File: config.mk
export PLATFORM = sky130hd
export DESIGN_NAME = multi_phase_accumulator
export DESIGN_NICKNAME = d
export VERILOG_FILES = /design/src/rtl/dds_pkg.sv /design/src/rtl/multi_phase_accumulator.sv
export SDC_FILE = /design/constraint.sdc
export NUM_CORES = 1
export LEC_CHECK = 0
export ABC_AREA = 1
export BUFFER_PORTS_ARGS = -buffer_cell sky130_fd_sc_hd__buf_2
export CELL_PAD_IN_SITES_DETAIL_PLACEMENT = 1
export CELL_PAD_IN_SITES_GLOBAL_PLACEMENT = 2
export CORE_ASPECT_RATIO = 1.1
export CORE_UTILIZATION = 36
export CTS_CLUSTER_SIZE = 8
export DETAILED_ROUTE_END_ITERATION = 6
export PLACE_DENSITY = 0.87
export SLEW_MARGIN = 20
export SYNTH_ARGS = -nofsm -noshare
export SYNTH_HDL_FRONTEND = slang
export SYNTH_SLANG_ARGS = --single-unit
File: constraint.sdc
create_clock -name clk -period 4.4 [get_ports clk]
set_clock_uncertainty 0.15 [all_clocks]
set_input_delay 0.66 -clock clk [delete_from_list [all_inputs] [get_ports clk]]
set_output_delay 0.66 -clock clk [all_outputs]
set_load 0.02 [all_outputs]
File: src/rtl/dds_pkg.sv
// Shared DDS datapath widths, used by the phase accumulator, sine LUT and mixer.
package dds_pkg;

    localparam int DDS_N_CH   = 4;   // independent DDS channels
    localparam int DDS_ACC_W  = 23;  // phase accumulator width
    localparam int DDS_OUT_W  = 14;  // truncated phase width fed to the LUT
    localparam int DDS_TUNE_W = 16;  // tuning word width

endpackage : dds_pkg

File: src/rtl/multi_phase_accumulator.sv
// Time-multiplexed multi-channel DDS phase accumulator.
// One shared adder services channel sel each enabled cycle in strict
// round-robin order; the truncated, offset phase of that channel appears
// on phase_out one cycle later. Per-channel tune/offset words can be
// written at any time; phase clears requested via sync_req are held
// pending until the channel's next service slot.
module multi_phase_accumulator
    import dds_pkg::*;
#(
    parameter int N_CH   = DDS_N_CH,
    parameter int ACC_W  = DDS_ACC_W,
    parameter int OUT_W  = DDS_OUT_W,
    parameter int TUNE_W = DDS_TUNE_W
) (
    input  logic                     clk,
    input  logic                     rst,
    input  logic                     en,
    input  logic                     wr_tune,
    input  logic                     wr_offset,
    input  logic [$clog2(N_CH)-1:0]  wr_ch,
    input  logic [TUNE_W-1:0]        wr_data,
    input  logic [N_CH-1:0]          sync_req,
    output logic [OUT_W-1:0]         phase_out,
    output logic [$clog2(N_CH)-1:0]  ph_ch,
    output logic                     ph_valid
);

    localparam int CH_W = $clog2(N_CH);

    // Per-channel state
    logic [ACC_W-1:0]  phase_r  [N_CH];
    logic [TUNE_W-1:0] tune_r   [N_CH];
    logic [OUT_W-1:0]  offset_r [N_CH];
    logic [N_CH-1:0]   pend_r;

    // Scheduler and output registers
    logic [CH_W-1:0]   sel_r;
    logic [OUT_W-1:0]  phase_out_r;
    logic [CH_W-1:0]   ph_ch_r;
    logic              ph_valid_r;

    // Datapath of the service cycle
    logic              clear_s;
    logic [ACC_W-1:0]  new_phase_s;
    logic [OUT_W-1:0]  out_phase_s;
    logic [CH_W-1:0]   sel_next_s;
    logic              wr_hit_s;

    // Shared adder: next phase of the serviced channel, its output word and the next slot
    always_comb begin
        clear_s     = pend_r[sel_r] | sync_req[sel_r];
        new_phase_s = '0;
        if (clear_s) begin
            new_phase_s = '0;
        end else begin
            new_phase_s = phase_r[sel_r] + ACC_W'(tune_r[sel_r]);
        end
        out_phase_s = new_phase_s[ACC_W-1 -: OUT_W] + offset_r[sel_r];
        sel_next_s  = '0;
        if (sel_r == CH_W'(N_CH - 1)) begin
            sel_next_s = '0;
        end else begin
            sel_next_s = sel_r + CH_W'(1);
        end
        wr_hit_s = (int'(wr_ch) < N_CH);
    end

    // Round-robin service: advance the serviced phase and register its output word
    always_ff @(posedge clk) begin
        if (rst) begin
            for (int i = 0; i < N_CH; i++) begin
                phase_r[i] <= '0;
            end
            sel_r       <= '0;
            phase_out_r <= '0;
            ph_ch_r     <= '0;
            ph_valid_r  <= 1'b0;
        end else if (en) begin
            phase_r[sel_r] <= new_phase_s;
            sel_r          <= sel_next_s;
            phase_out_r    <= out_phase_s;
            ph_ch_r        <= sel_r;
            ph_valid_r     <= 1'b1;
        end else begin
            ph_valid_r     <= 1'b0;
        end
    end

    // Configuration writes; a serviced channel sees the new word from its next slot on
    always_ff @(posedge clk) begin
        if (rst) begin
            for (int i = 0; i < N_CH; i++) begin
                tune_r[i]   <= '0;
                offset_r[i] <= '0;
            end
        end else begin
            if (wr_tune && wr_hit_s) begin
                tune_r[wr_ch] <= wr_data;
            end
            if (wr_offset && wr_hit_s) begin
                offset_r[wr_ch] <= OUT_W'(ACC_W'(wr_data));
            end
        end
    end

    // Pending phase clears: consumed in the channel's slot, latched (merged) otherwise
    always_ff @(posedge clk) begin
        if (rst) begin
            pend_r <= '0;
        end else begin
            for (int c = 0; c < N_CH; c++) begin
                if (en && (CH_W'(c) == sel_r)) begin
                    pend_r[c] <= 1'b0;
                end else if (sync_req[c]) begin
                    pend_r[c] <= 1'b1;
                end else begin
                    pend_r[c] <= pend_r[c];
                end
            end
        end
    end

    assign phase_out = phase_out_r;
    assign ph_ch     = ph_ch_r;
    assign ph_valid  = ph_valid_r;

endmodule : multi_phase_accumulator

# After elaboration in Yosys (flattened, before gate mapping)
# Memories as Yosys holds them, arrays and structs flattened. A register that Yosys moved wholly into a read port is not among the register bits.
# Index checks and enable logic that the tools add are counted.
# word_totals
ff_bits,23
latch_bits,0
ram_bits,212
rom_bits,0
inputBits,27
elab_cells,64
memories,3
# op_classes
n_addsub,3
multipliers,0
div_mod_pow,0
n_lt_le_gt_ge,1
n_eq_ne,4
shifts,0
mux,32
bitwise,1
reduce_logical,12
# mem_list
memory,depth,width,read_ports,rd_clocked_by_memory_dff,write_ports,line_no,rtl
phase_r,4,23,1,1,4,multi_phase_accumulator.sv:31,logic [ACC_W-1:0] phase_r [N_CH];
tune_r,4,16,1,1,4,multi_phase_accumulator.sv:32,logic [TUNE_W-1:0] tune_r [N_CH];
offset_r,4,14,1,1,4,multi_phase_accumulator.sv:33,logic [OUT_W-1:0] offset_r [N_CH];
# op_table
cell,n
$mux 23,2
$add 23x16->23,1
$reduce_or 23->1,1
$mux 2,10
$mux 1,16
$mux 16,1
$reduce_or 16->1,1
$add 14x14->14,1
$mux 14,1
$reduce_or 14->1,1
$reduce_or 2->1,4
$bmux 1 s2,2
$eq 2x2->1 const A,2
$logic_and 1x1->1,4
$lt 2x3->1 const B,1
$add 2x1->2 const B,1
$eq 1x2->1 const A,1
$eq 2x2->1 const B,1
$logic_not 2->1,1
$or 1x1->1,1

# Longest topological paths before layout
# logic_depth
ltp_word,5
mapped_depth,38
ltp_nobuf,34

# Least setup slack after synthesis
# No wires, ideal clock.
# synth_timing
kind,reg2reg
start,reg (tool-made name)
end,reg phase_out_r[11] (netlist: phase_out[11])
setup_ns,0.113
arrival_ns,4.389
required_time_ns,4.137
setup_slack_ns,-0.252
path_stages_with_launch,36
n_path_buf,4
path_cell_list,dfxtp_1 > inv_2 > buf_6 > buf_6 > clkbuf_1 > buf_1 > nor2_1 > o22ai_1 > ha_1 > nand3_1 > nand2_1 > a21oi_1 > o21bai_1 > nand2_1 > a21oi_2 > nand2_1 > nand3_1 > o21ai_0 > or2_0 > nand2_1 > nor2_1 > ha_1 > a21oi_1 > nand2_1 > nand2_1 > nand2_1 > a21oi_1 > o21ai_0 > nand4_1 > nand2_1 > nand2_1 > nand2_1 > nand2_1 > nand2_1 > o21ai_1 > inv_1
# synth_lines
item,line_no,rtl
"end signal, assigned",multi_phase_accumulator.sv:81,phase_out_r <= out_phase_s;
"end, declared",multi_phase_accumulator.sv:38,logic [OUT_W-1:0] phase_out_r;

==> results.md <==
Logic synthesis:
- The post-synthesis net count is around 1300.
- After synthesis the netlist holds a flip-flop and latch count of between 200 and 250.
- Of the post-synthesis cell area, the dominant cell type holds between 50% and 60%.
- Yosys printed 0 warnings.
- The number of different library cells in the post-synthesis netlist is 42.
- Dividing the synthesized area by the synthesized cell count gives 9.30 um^2.
- After synthesis, the cell types taking the most area are sky130_fd_sc_hd__edfxtp_1, sky130_fd_sc_hd__nor2_1, sky130_fd_sc_hd__nand2_1, sky130_fd_sc_hd__o21ai_0, sky130_fd_sc_hd__dfxtp_1.
- The cell type with the largest total area after synthesis is sky130_fd_sc_hd__edfxtp_1.
- Sequential cells were found to cover 59.0% of the synthesized design area.
- The post-synthesis instance area is 0.0116 mm^2.
- The cell count after synthesis came out at 1250.

Drt:
- The post-detailed-route via-to-cell ratio is 5.19.
- The number of detailed-routing iterations run before antenna repair is 5.
- In the routed design, unresolved DRC markers number 0.
- The violation count after the first detailed-route iteration is a little under 600.
- Dividing the detail-routed wire length by the instance count gives 19.8 um.
- The wire length reported by the detailed router is 36400 um.
- The remaining antenna violation count after routing is 0.
- The vias after detailed routing is between 9000 and 10000.

Floorplan:
- The floorplan step defined a die boundary enclosing ~0.033 mm^2.
- 44 I/O pins were placed.
- The initialized floorplan defines just under 70 standard-cell rows.
- The die width is between 150 and 200 um.
- After floorplanning, the core was sized to cover about 0.032 mm^2.
- The effective utilization at floorplan is between 30% and 40%.
- The die is approximately 190 um tall.

STA:
- For the pin with the worst max-slew slack, the measured transition is slightly below 0.9 ns.
- Adding up every negative setup slack in the final design gives 0 ns.
- The worst path uses 98.8% of the clock period.
- The highest clock rate is roughly 230 MHz.
- Hold timing on the final database bottoms out at a slack of 0.314 ns.
- The final critical-path required period is roughly 4.3 ns.
- The total count of max-transition violations in the final report is 0.
- The total count of hold-check failures in the final report is 0.
- The tightest slew margin relative to the limit is 41.8%.
- Setup repair after global routing could not meet its margin everywhere.
- Setup violations remaining at the end of the flow were counted as 0.

Finish:
- Excluding fillers, the count of instances in the completed layout stands at 1837.
- The most common library cell in the layout ignoring fill and taps is sky130_fd_sc_hd__nor2_1.
- The core utilization of the finished layout is 46.2%.
- The final layout contains 1459 nets.
- From synthesis to final layout, the design area changed by 25.4%.
- In the layout the commonest cells are sky130_fd_sc_hd__nor2_1, sky130_fd_sc_hd__edfxtp_1, sky130_fd_sc_hd__nand2_1, sky130_fd_sc_hd__buf_4, sky130_fd_sc_hd__inv_1.
- The number of antenna diodes in the final layout is 0.
- The post-route netlist has 21.9% of its cells at a drive strength greater than 1.

CTS:
- TritonCTS built the clock tree.
- The CTS clock-pin slew for the worst setup and hold paths is about 0.05 ns.
- The clock latency at the later pin of the worst-skew pair is between 0.5 and 0.6 ns.
- The number of buffers added by the clock tree synthesis step is 35.
- The number of hold buffers added after CTS was 0.
- In this run the number of H-tree levels came out at 2.
- In this run the deepest clock path goes through 3 buffers.
- Clock tree synthesis found a total of around 240 sinks.
- Clock tree synthesis selected as its root buffer the cell sky130_fd_sc_hd__clkbuf_16.

GRT:
- The pin count of the biggest net entering global routing is 73.
- Global routing used a little over a fifth of the available tracks.
- Summed over all layers, the global routing overflow is 0.
- The via count of the first global-routing pass is roughly 10000.
- The initial antenna violation count was 1.
- The global-route wire length before repair is approximately 55000 um.

Critical path:
- The nature of the critical path endpoint is a register.
- The critical path is of the reg2reg type.
- The peak per-stage delay on the critical path is 0.42 ns.
- The worst endpoint required time is between 4 and 5 ns.
- The slowest cell on the critical path is sky130_fd_sc_hd__dfxtp_4.
- The critical path data arrival time is roughly 4.6 ns.
- The largest fanout on the critical path is 8.
- For the worst flop-to-flop path, the logic depth is 33.
- STA classifies the critical path startpoint as a register.

Job:
- The number of violations of the max-capacitance limit is 0.

Placement:
- The count of input and output buffers is 43.
- The number of placed instances with taps included is between 1500 and 2000.
- At the end of routability-driven placement, the weighted congestion stood at about 0.83.
- The post-detailed-placement half-perimeter wirelength is 23900 um.

Power and ir drop:
- The clock group share of total power is between 30% and 40%.
- Internal power comes to 4.91 mW.
- The switching power is 2.19 mW.
- The switching power share of the total is 30.8%.
- The part of the power in combinational logic is a little over a quarter.
- The sequential share of power is 38.3%.
- The peak ir drop on the vdd network is 0.000317 V.
- For this design the ratio of total power to cell area is approximately 490 mW/mm^2.
- The static leakage is 6.12 nW.

Status:
- The flow ran to the end, and the final reports show no timing, DRC or antenna violations.

Min path:
- Along the worst hold path, the cell count comes to 3.
- The type of the tightest min-delay check is in2reg.
flip-flops by register name (all words and copies together), names as in the netlist, named ones only:
name,count
phase_out,14
sel_r,2
ph_ch,2
ph_valid,1
phase_r,92
offset_r,56
pend_r,4
tune_r,64
path summary, 6_finish.rpt:
| path | slack [ns] | startpoint | to |
|---|---|---|---|
| worst max-delay path | 0.05 | register | phase_out[10] |
| worst min-delay path | 0.31 | sync_req[1] | pend_r[1] |
| worst max register to register | 0.05 | register | phase_out[10] |
| worst min register to register | 0.32 | ph_ch[0] | ph_ch[0] |
final cells by class:
| cell class | instances | area, um^2 |
|---|---|---|
| tap | 420 | 526 |
| multi-input combinational | 848 | 4420 |
| fill | 3561 | 17000 |
| timing repair inverter | 2 | 17.5 |
| inverter | 109 | 422 |
| clock inverter | 3 | 52.6 |
| timing repair buffer | 165 | 1320 |
| clock buffer | 53 | 953 |
| sequential | 237 | 6870 |
cells by family after synthesis:
family	share of synthesized area, %
DFF	59.0
and+or+nand+nor	20.6
buffers and inverters	5.59
AOI/OAI and AO/OA	10.2
xor gates and xnor gates	0.753
adders and majority gates	3.79
through the flow:
step / instance area (um^2) / setup slack [ns] / total power, mW
2_1_floorplan: 11700 / 0.00639 / 3.68
3_3_place_gp: 12900 / 0.113 / 4.34
3_5_place_dp: 12900 / -0.0968 / 4.39
4_1_cts: 14000 / 0.00336 / 6.90
5_1_grt: 14600 / -0.262 / 7.41
6_report: 14600 / 0.0512 / 7.09
metal layers:
layer	up-vias	share of wire (%)	track usage, %
met5	-	0	0
met4	0	3.2	9.12
met2	231	51	38.5
met3	72	3.8	2.91
li1	4509	-	-
met1	4717	42	26.2
synthesized netlist by cell type, drive strengths merged:
master and count:
nand3 41, o22ai 42, clkbuf 38, inv 108
and2 2, a31oi 1, o21bai 2, nand2 159
and3 1, a21oi 36, o211ai 6, dfxtp 25
a211oi 3, fa 2, or2 14, xor2 7
clkinv 1, a32oi 6, nor2 368, nor3 1
ha 32, o21ai 113, edfxtp 212, a21o 1
xnor2 3, nand4 8, buf 18
timing repair:
action | 4_1_cts | 5_1_grt
pin swaps | 7 | 52
endpoints found under the setup margin | 6 | 9
endpoints found under the hold margin | 0 | 0
gates resized for setup | 8 | 93
setup buffers | 3 | 17
cloned | 1 | 6
power by group through the flow:
stage	clock (mW)	combinational (mW)	sequential, mW
2_1_floorplan	0	0.924	2.76
3_3_place_gp	0	1.60	2.74
3_5_place_dp	0	1.64	2.75
4_1_cts	2.51	1.68	2.71
5_1_grt	2.59	2.09	2.73
6_report	2.48	1.90	2.71
critical path: cells and delay by family, from the launching register on:
family,cells,cell delay [ns]
simple gates,18,1.53
flops,1,0.42
buf+inv,3,0.33
compound gates,10,1.21
fa+ha+maj,2,0.60
Power figures use the tool's default switching activity.
